### src/rtl/cpu_pkg.sv
// Shared datapath package: fetch FSM encoding, NOP/halt encodings, PC step.
package cpu_pkg;

    typedef enum logic [1:0] {
        BOOT = 2'd0,
        RUN  = 2'd1,
        HALT = 2'd2
    } fetch_state_e;

    localparam logic [31:0] NOP_WORD          = 32'h0000_0000;
    localparam logic [31:0] DEFAULT_HALT_WORD = 32'hFFFF_FFFF;
    localparam int          PC_INC            = 4;

    // Word-align a byte address by clearing its two low bits.
    function automatic logic [31:0] word_align(input logic [31:0] addr);
        return addr & ~32'h3;
    endfunction

endpackage

### src/rtl/ifid_reg.sv
// IF/ID pipeline register. Bubble beats load; with neither it holds.
module ifid_reg
    import cpu_pkg::*;
#(
    parameter int PC_WIDTH = 32
) (
    input  logic                clk,
    input  logic                rst_n,
    input  logic                load_i,
    input  logic                bubble_i,
    input  logic [31:0]         instr_i,
    input  logic [PC_WIDTH-1:0] pc4_i,
    output logic [31:0]         instr_o,
    output logic [PC_WIDTH-1:0] pc4_o,
    output logic                valid_o
);

    logic [31:0]         instr_q, instr_d;
    logic [PC_WIDTH-1:0] pc4_q,   pc4_d;
    logic                valid_q, valid_d;

    // Select bubble, new fetch, or hold for the next edge.
    always_comb begin
        instr_d = instr_q;
        pc4_d   = pc4_q;
        valid_d = valid_q;
        if (bubble_i) begin
            instr_d = NOP_WORD;
            pc4_d   = '0;
            valid_d = 1'b0;
        end else if (load_i) begin
            instr_d = instr_i;
            pc4_d   = pc4_i;
            valid_d = 1'b1;
        end
    end

    // Register with asynchronous clear to a bubble.
    always_ff @(posedge clk or negedge rst_n) begin
        if (!rst_n) begin
            instr_q <= NOP_WORD;
            pc4_q   <= '0;
            valid_q <= 1'b0;
        end else begin
            instr_q <= instr_d;
            pc4_q   <= pc4_d;
            valid_q <= valid_d;
        end
    end

    assign instr_o = instr_q;
    assign pc4_o   = pc4_q;
    assign valid_o = valid_q;

endmodule

### src/rtl/if_stage.sv
// Instruction-fetch stage: PC register, BOOT/RUN/HALT fetch FSM, IF/ID register.
// Optional stall-cycle performance counter enabled by IF_STAGE_PERF_EN.
module if_stage
    import cpu_pkg::*;
#(
    parameter int                PC_WIDTH  = 32,
    parameter logic [PC_WIDTH-1:0] RESET_PC  = '0,
    parameter logic [31:0]       HALT_WORD = DEFAULT_HALT_WORD
) (
    input  logic                clk,
    input  logic                reset,
    input  logic                stall,
    input  logic                flush,
    input  logic                redirect,
    input  logic [PC_WIDTH-1:0] redirect_pc,
    output logic [PC_WIDTH-1:0] imem_addr,
    input  logic [31:0]         imem_rdata,
    output logic [31:0]         ifid_instr,
    output logic [PC_WIDTH-1:0] ifid_pc4,
    output logic                ifid_valid,
    output logic                halted
`ifdef IF_STAGE_PERF_EN
    ,
    output logic [31:0]         perf_stall_cycles
`endif
);

    fetch_state_e        state_q, state_d;
    logic [PC_WIDTH-1:0] pc_q, pc_d;
    logic [PC_WIDTH-1:0] pc_plus4;
    logic [PC_WIDTH-1:0] redirect_aligned;
    logic                ld_ifid, bubble_ifid;

    // PC+4 wraps naturally at the register width.
    assign pc_plus4         = pc_q + PC_WIDTH'(PC_INC);
    assign redirect_aligned = redirect_pc & ~PC_WIDTH'(3);

    // Next-state, next-PC and IF/ID control; redirect > flush > stall > fetch.
    always_comb begin
        state_d     = state_q;
        pc_d        = pc_q;
        ld_ifid     = 1'b0;
        bubble_ifid = 1'b0;
        case (state_q)
            BOOT: begin
                // One idle cycle lets the memory read at RESET_PC settle.
                bubble_ifid = 1'b1;
                state_d     = RUN;
            end
            RUN: begin
                if (redirect) begin
                    pc_d        = redirect_aligned;
                    bubble_ifid = 1'b1;
                end else if (flush) begin
                    bubble_ifid = 1'b1;
                    if (!stall) pc_d = pc_plus4;
                end else if (!stall) begin
                    ld_ifid = 1'b1;
                    // Halt word still goes to decode; PC parks on it.
                    if (imem_rdata == HALT_WORD) state_d = HALT;
                    else                         pc_d    = pc_plus4;
                end
            end
            HALT: begin
                bubble_ifid = 1'b1;
            end
            default: begin
                state_d     = BOOT;
                bubble_ifid = 1'b1;
            end
        endcase
    end

    // PC and FSM state registers.
    always_ff @(posedge clk or negedge reset) begin
        if (!reset) begin
            state_q <= BOOT;
            pc_q    <= RESET_PC;
        end else begin
            state_q <= state_d;
            pc_q    <= pc_d;
        end
    end

    ifid_reg #(
        .PC_WIDTH (PC_WIDTH)
    ) u_ifid (
        .clk      (clk),
        .rst_n    (reset),
        .load_i   (ld_ifid),
        .bubble_i (bubble_ifid),
        .instr_i  (imem_rdata),
        .pc4_i    (pc_plus4),
        .instr_o  (ifid_instr),
        .pc4_o    (ifid_pc4),
        .valid_o  (ifid_valid)
    );

    assign imem_addr = pc_q;
    assign halted    = (state_q == HALT);

`ifdef IF_STAGE_PERF_EN
    logic [31:0] perf_q;

    // Count RUN cycles stalled without a redirect; saturate at all-ones.
    always_ff @(posedge clk or negedge reset) begin
        if (!reset) begin
            perf_q <= '0;
        end else if (state_q == RUN && stall && !redirect && perf_q != '1) begin
            perf_q <= perf_q + 32'd1;
        end
    end

    assign perf_stall_cycles = perf_q;
`endif

endmodule

### config.mk
export PLATFORM = sky130hd
export DESIGN_NAME = if_stage
export DESIGN_NICKNAME = d
export VERILOG_FILES = /design/src/rtl/cpu_pkg.sv /design/src/rtl/ifid_reg.sv /design/src/rtl/if_stage.sv
export SDC_FILE = /design/constraint.sdc
export NUM_CORES = 1
export LEC_CHECK = 0
export ABC_AREA = 1
export CORE_MARGIN = 2
export CORE_UTILIZATION = 55
export DETAILED_ROUTE_END_ITERATION = 10
export DONT_BUFFER_PORTS = 1
export PLACE_DENSITY = 0.73
export SLEW_MARGIN = 10
export SYNTH_ARGS = -nofsm -noshare
export SYNTH_HDL_FRONTEND = slang
export SYNTH_HIERARCHICAL = 1
export SYNTH_SLANG_ARGS = --single-unit
### constraint.sdc
create_clock -name clk -period 2.8 [get_ports clk]
set_input_delay 0.28 -clock clk [delete_from_list [all_inputs] [get_ports clk]]
set_output_delay 0.28 -clock clk [all_outputs]
set_load 0.1 [all_outputs]
# After elaboration in Yosys (flattened, before gate mapping)
# Index checks and enable logic that the tools add are counted.
# word_totals
mem_bits_rw	0
ff_bits	99
latch_bits	0
elab_cells	43
in_bits	69
output_inout_bits	98
n_memories	0
mem_bits_ro	0
# classes
reduce_logical	4
n_addsub	1
muxes	23
n_shift	0
n_mul	0
n_lt_le_gt_ge	0
bitwise	1
n_div	0
n_eq_ne	9
# ops
cell	count
2-to-1 mux 32 bit	9
adder 32 x 3 -> 32 bit (second input constant)	1
== test 32 bit (second input constant)	1
2-to-1 mux 1 bit	9
2-to-1 mux 2 bit	4
!= test 2 bit (second input constant)	4
case mux 2 bit (3 select lines)	1
AND reduction 5 bit	1
!= test 3 bit (second input constant)	1
AND reduction 3 bit	1
== test 2 x 1 -> 1 bit (second input constant)	1
== test 2 bit (second input constant)	1
zero test 2 bit	1
!= test 2 x 1 -> 1 bit (second input constant)	1
nonzero test 2 bit	1
NOT 1 bit	1

# Logic depth before layout (Yosys ltp)
# logic_depth
ltp_word	6
mapped_depth	11
depth_no_buf	11

# Hierarchy
# The synthesis kept the hierarchy.
# by_module_without_submodules
mod	cells_each	instances	seq_area_each_um2	area_each_um2
if_stage	455	1	800.8	2680.1
ifid_reg	280	1	1626.6	2615.0

# Worst setup path after synthesis
# OpenSTA, ideal clock, no wires.
# synth_path
path_kind	register to register
start	reg pc_q[2], in the netlist imem_addr[2]
end	reg u_ifid.pc4_q[16], in the netlist u_ifid/pc4_o[16]
path_stages_with_launch	10
required_time_ns	2.678
arrival_ns	2.139
setup_time_ns	0.122
synth_period_minus_slack_ns	2.261
path_slack_ns	0.539
n_path_buf	0
cell_sequence	dfrtp_1 > ha_1 > nand3_2 > inv_2 > nand2_1 > nor2_1 > nand2_1 > and2_1 > nand3_1 > nand2_1
# synth_between
elab_chain_cells	3
# synth_rtl
element	line	source
from (decl)	if_stage.sv:29	logic [PC_WIDTH-1:0] pc_q, pc_d;
from (signal assigned)	if_stage.sv:81	pc_q <= pc_d;
adder 32 x 3 -> 32 bit	if_stage.sv:35	assign pc_plus4 = pc_q + PC_WIDTH'(PC_INC);
net pc_plus4[16]	if_stage.sv:30	logic [PC_WIDTH-1:0] pc_plus4;
2-to-1 mux 32 bit	ifid_reg.sv:31	end else if (load_i) begin
2-to-1 mux 32 bit	ifid_reg.sv:27	if (bubble_i) begin
to (signal assigned)	ifid_reg.sv:46	pc4_q <= pc4_d;
to (decl)	ifid_reg.sv:19	logic [PC_WIDTH-1:0] pc4_q, pc4_d;
# The timed path passes the listed nets, and every way through them passes these cells. The select of a mux whose other input is x is not followed.
# A chain may end at the register's enable or synchronous reset.

# Worst setup path after layout
# layout_path
start	reg state_q[1]
end	reg u_ifid.instr_q[31], in the netlist u_ifid/instr_o[31]
# layout_between
elab_chain_cells	3
elab_cells_between_ends	5
cone_classes	eq/ne: 1; mux: 3; reduce/logical: 1
# layout_rtl
element	line	source
from (decl)	if_stage.sv:28	fetch_state_e state_q, state_d;
from (signal assigned)	if_stage.sv:80	state_q <= state_d;
== test 2 x 1 -> 1 bit (*)	if_stage.sv:44	case (state_q)
2-to-1 mux 1 bit (*)	if_stage.sv:44	
net bubble_ifid	if_stage.sv:32	logic ld_ifid, bubble_ifid;
2-to-1 mux 32 bit or nonzero test 2 bit (tied branches)	n/a	
to (signal assigned)	ifid_reg.sv:45	instr_q <= instr_d;
to (decl)	ifid_reg.sv:18	logic [31:0] instr_q, instr_d;
# The timed path passes the listed nets; every way through them passes the cells marked *.

==> results <==
- The placer congestion estimate is roughly 0.89.
- The routed layout has ~4,700 vias.
- The yosys synthesis warning count is 6.
- The count of routing violations after the opening detailed-route iteration is 273.
- The via count of the first global-routing pass is 4,515.
- The initial antenna violation count is 0.
- The number of unique standard cell types used by synthesis is 29.
- The utilization after layout is 62.1%.
- Entering global routing, the biggest net connects just under 100 pins.
- The number of remaining DRC errors is 0.
- The number of filler cells placed in the layout is 860.
- The path class of the tightest hold or removal check is primary input to register.
- The initialized floorplan defines 35 standard-cell rows.
- The final critical-path share of the clock period is around two thirds.
- The multi-input combinational cell area is between 0.002 and 0.003 mm².
- The power per cell area is slightly below 600 mW/mm².
- The count of inserted antenna diode cells is 0.
- The worst setup path is launched from a register.
- The effective utilization at floorplan is between 50% and 60%.
- The cell count after synthesis came out at 735.
- The mean area per synthesized cell is 7.20 µm².
- The core region is 0.00928 mm².
- Of the synthesized area, sequential elements account for ~46%.
- The slew at the pin closest to its max-slew limit is roughly 0.95 ns.
- Based on the critical path, the design can be clocked at up to 535 MHz.
- The pre-CTS setup slack is 0.951 ns.
- The setup path with the least slack is of type register to register.
- Measured along the x axis, the die boundary spans 102 µm.
- The die covers roughly 0.010 mm².
- Setup repair after global routing left no endpoint under its margin.
- The number of storage elements in the synthesis netlist is 97.
- After legalization and detailed placement, the total HPWL measured about 10 mm.
- The maximum level of the CTS H-tree is 3.
- Across all setup checks in the final design, the least slack found is 0.930 ns.
- The most frequent standard cell in the layout excluding fill and tap cells is nand2_1.
- After routing, the total negative slack on setup checks comes to 0 ns.
- Using the TritonRoute via totals, the vias-per-cell ratio works out to 5.24.
- The first detailed-routing pass took 4 iterations.
- In the final layout, the share of cells above drive strength 1 is 11.0%.
- The number of hold-slack violations in the final timing report was 0.
- The clock-pin transition on the worst setup and hold timing paths is roughly 0.10 ns.
- The max-slew violation total from the final report is 0.
- The later pin in the worst-skew pair is clocked with a latency of ~0.36 ns.
- The shortest clock period the worst path allows after layout is 1.87 ns.
- For this run, the total global-route usage over all layers was measured as about a quarter.
- The flow ran to the end, and the final reports show no timing, DRC or antenna violations.
- The maximum clock insertion buffer count is 2.
- Along the worst path, the maximum fanout reaches 36.
- The data required time of the worst path is around 3.1 ns.
- Input and output buffers added on the ports amount to 0.
- In this run the cell area measured after placement is between 0.005 and 0.006 mm².
- The tool flagged a number of max-cap violations equal to 0.
- The final-report setup violation count is 0.
- STA classifies the critical path endpoint as a register.
- The worst path arrival time is roughly 2.2 ns.
- The clock sink total is 97.
- The clock skew after layout is 0.0123 ns.
- In the layout the commonest cells are nand2_1, nand3_1, dfrtp_1, nor2_1, buf_4.
- The net count of the finished layout is 827.
- The worst slew margin relative to its limit is a little under two fifths.
- The synthesized netlist occupies a cell area of 0.00530 mm².
- The number of top-level pins is between 150 and 200.
- After layout, the design draws a total of around 0.0034 W.
- Once detail routing completed, the nets flagged for antenna violations numbered 0.
- The wire length reported by the detailed router is roughly 13 mm.
- Relative to the synthesized area, the layout overhead comes to 8.88%.
- The final standard cell area without fillers is roughly 0.0058 mm².
- The number of buffers created by CTS is 9.
- The die boundary height is between 100 and 150 µm.
- The total congestion overflow after global routing is 0.
- Summing all flip-flop and latch instances after layout gives about 0.0024 mm².
- The average wire length per cell after detail routing is around 15 µm.
- For this design the static power due to leakage is 3.07 nW.
- The clock tree root driver cell is clkbuf_8.
- The peak ir drop on the vdd network is 0.379 mV.
- The first-pass GRT wire length is about 22 mm.
- TritonCTS built the clock tree.
critical path, cell delays in order (launching register included):
cell,delay (ns)
dfrtp_1,0.40
inv_1,0.10
nand2_1,0.09
or2_2,0.37
inv_2,0.39
buf_12,0.25
nand3_1,0.10
nand2_1,0.10
layout make-up:
cell class	instances	share of cell area, %
clock buffers	10	2.21
clock inverters	6	0.868
inverters	32	2.08
multi-input cells	577	44.1
flip-flops and latches	97	42.1
well taps	129	2.80
repair buffers	40	5.82
flip-flops by register name, indices dropped and copies added (netlist names):
| signal | cells |
|---|---|
| u_ifid/valid_o | 1 |
| u_ifid/instr_o | 32 |
| u_ifid/pc4_o | 32 |
| imem_addr | 30 |
| state_q | 2 |
synth_stat cells:
| cell | count | area, µm² |
|---|---|---|
| or2_1 | 1 | 6.26 |
| o21ai_1 | 1 | 5.00 |
| o21bai_1 | 7 | 52.6 |
| inv_2 | 5 | 18.8 |
| nand2_4 | 2 | 22.5 |
| nor2_4 | 7 | 78.8 |
| buf_4 | 9 | 67.6 |
| clkbuf_1 | 3 | 11.3 |
| nand3_1 | 97 | 485 |
| nand3_2 | 2 | 20.0 |
| buf_6 | 7 | 78.8 |
| nand4_1 | 3 | 18.8 |
| nor2_2 | 3 | 18.8 |
| clkbuf_4 | 1 | 7.51 |
| dfrtp_1 | 97 | 2430 |
| nand3b_1 | 6 | 45.0 |
| xor2_1 | 5 | 43.8 |
| and2_1 | 9 | 56.3 |
| nor2_1 | 71 | 267 |
| inv_1 | 27 | 101 |
| ha_1 | 1 | 12.5 |
| conb_1 | 1 | 3.75 |
| a21oi_1 | 2 | 10.0 |
| nand2_1 | 335 | 1260 |
| buf_2 | 12 | 60.1 |
| o21ai_0 | 11 | 55.1 |
| a21boi_0 | 1 | 7.51 |
| nand2_2 | 8 | 50.1 |
| or2_2 | 1 | 6.26 |
logic make-up after synthesis:
group                    after synthesis  share of synthesized area, %
AND/OR/NAND/NOR                      545                          44.0
flip-flops                            97                          45.8
buffers and inverters                 64                          6.52
AO/OA/AOI/OAI                         22                          2.46
XOR/XNOR                               5                         0.827
adder cells (fa/ha/maj)                1                         0.236
other                                  1                        0.0708
worst paths after layout:
check,start,end,slack [ns],cells past startpoint
max reg2reg,state_q[1],u_ifid/instr_o[31],0.93,7
max,state_q[1],u_ifid/instr_o[31],0.93,7
min in group asynchronous,reset,u_ifid/instr_o[20],0.49,2
min reg2reg,state_q[1],state_q[0],0.44,1
min,imem_rdata[29],u_ifid/instr_o[29],0.05,2
max in group asynchronous,reset,u_ifid/instr_o[11],1.93,2
timing repair:
item / in CTS / in global routing
hold buffers: 2 / 0
setup endpoints to repair: 0 / 0
gates resized for setup: 0 / 0
hold endpoints to repair: 97 / 0
buffers inserted: 0 / 0
metal layers:
metal	share of wire, %	wire (µm)	track usage, %	up-vias
met5	0	0	0	-
met1	45	5930	36.5	2143
met2	45	5940	41.9	170
met4	2.0	269	9.33	0
li1	-	-	-	2341
met3	8.4	1120	5.40	19
per-stage QoR:
step	hold WS, ns	instances
after global routing	0.0356	891
after CTS	0.0320	891
after floorplan	-0.0156	738
final	0.0516	891
after detailed placement	-0.0137	873
after global placement	-0.0137	873
where the power goes:
| group | internal, W | leakage [nW] | switching, W | total [W] |
|---|---|---|---|---|
| clock network | 0.000337 | 0.0892 | 0.000513 | 0.000850 |
| registers | 0.00147 | 1.29 | 0.000169 | 0.00164 |
| logic | 0.000195 | 1.70 | 0.000750 | 0.000945 |
Note: power is estimated with default switching activity, not from simulation.
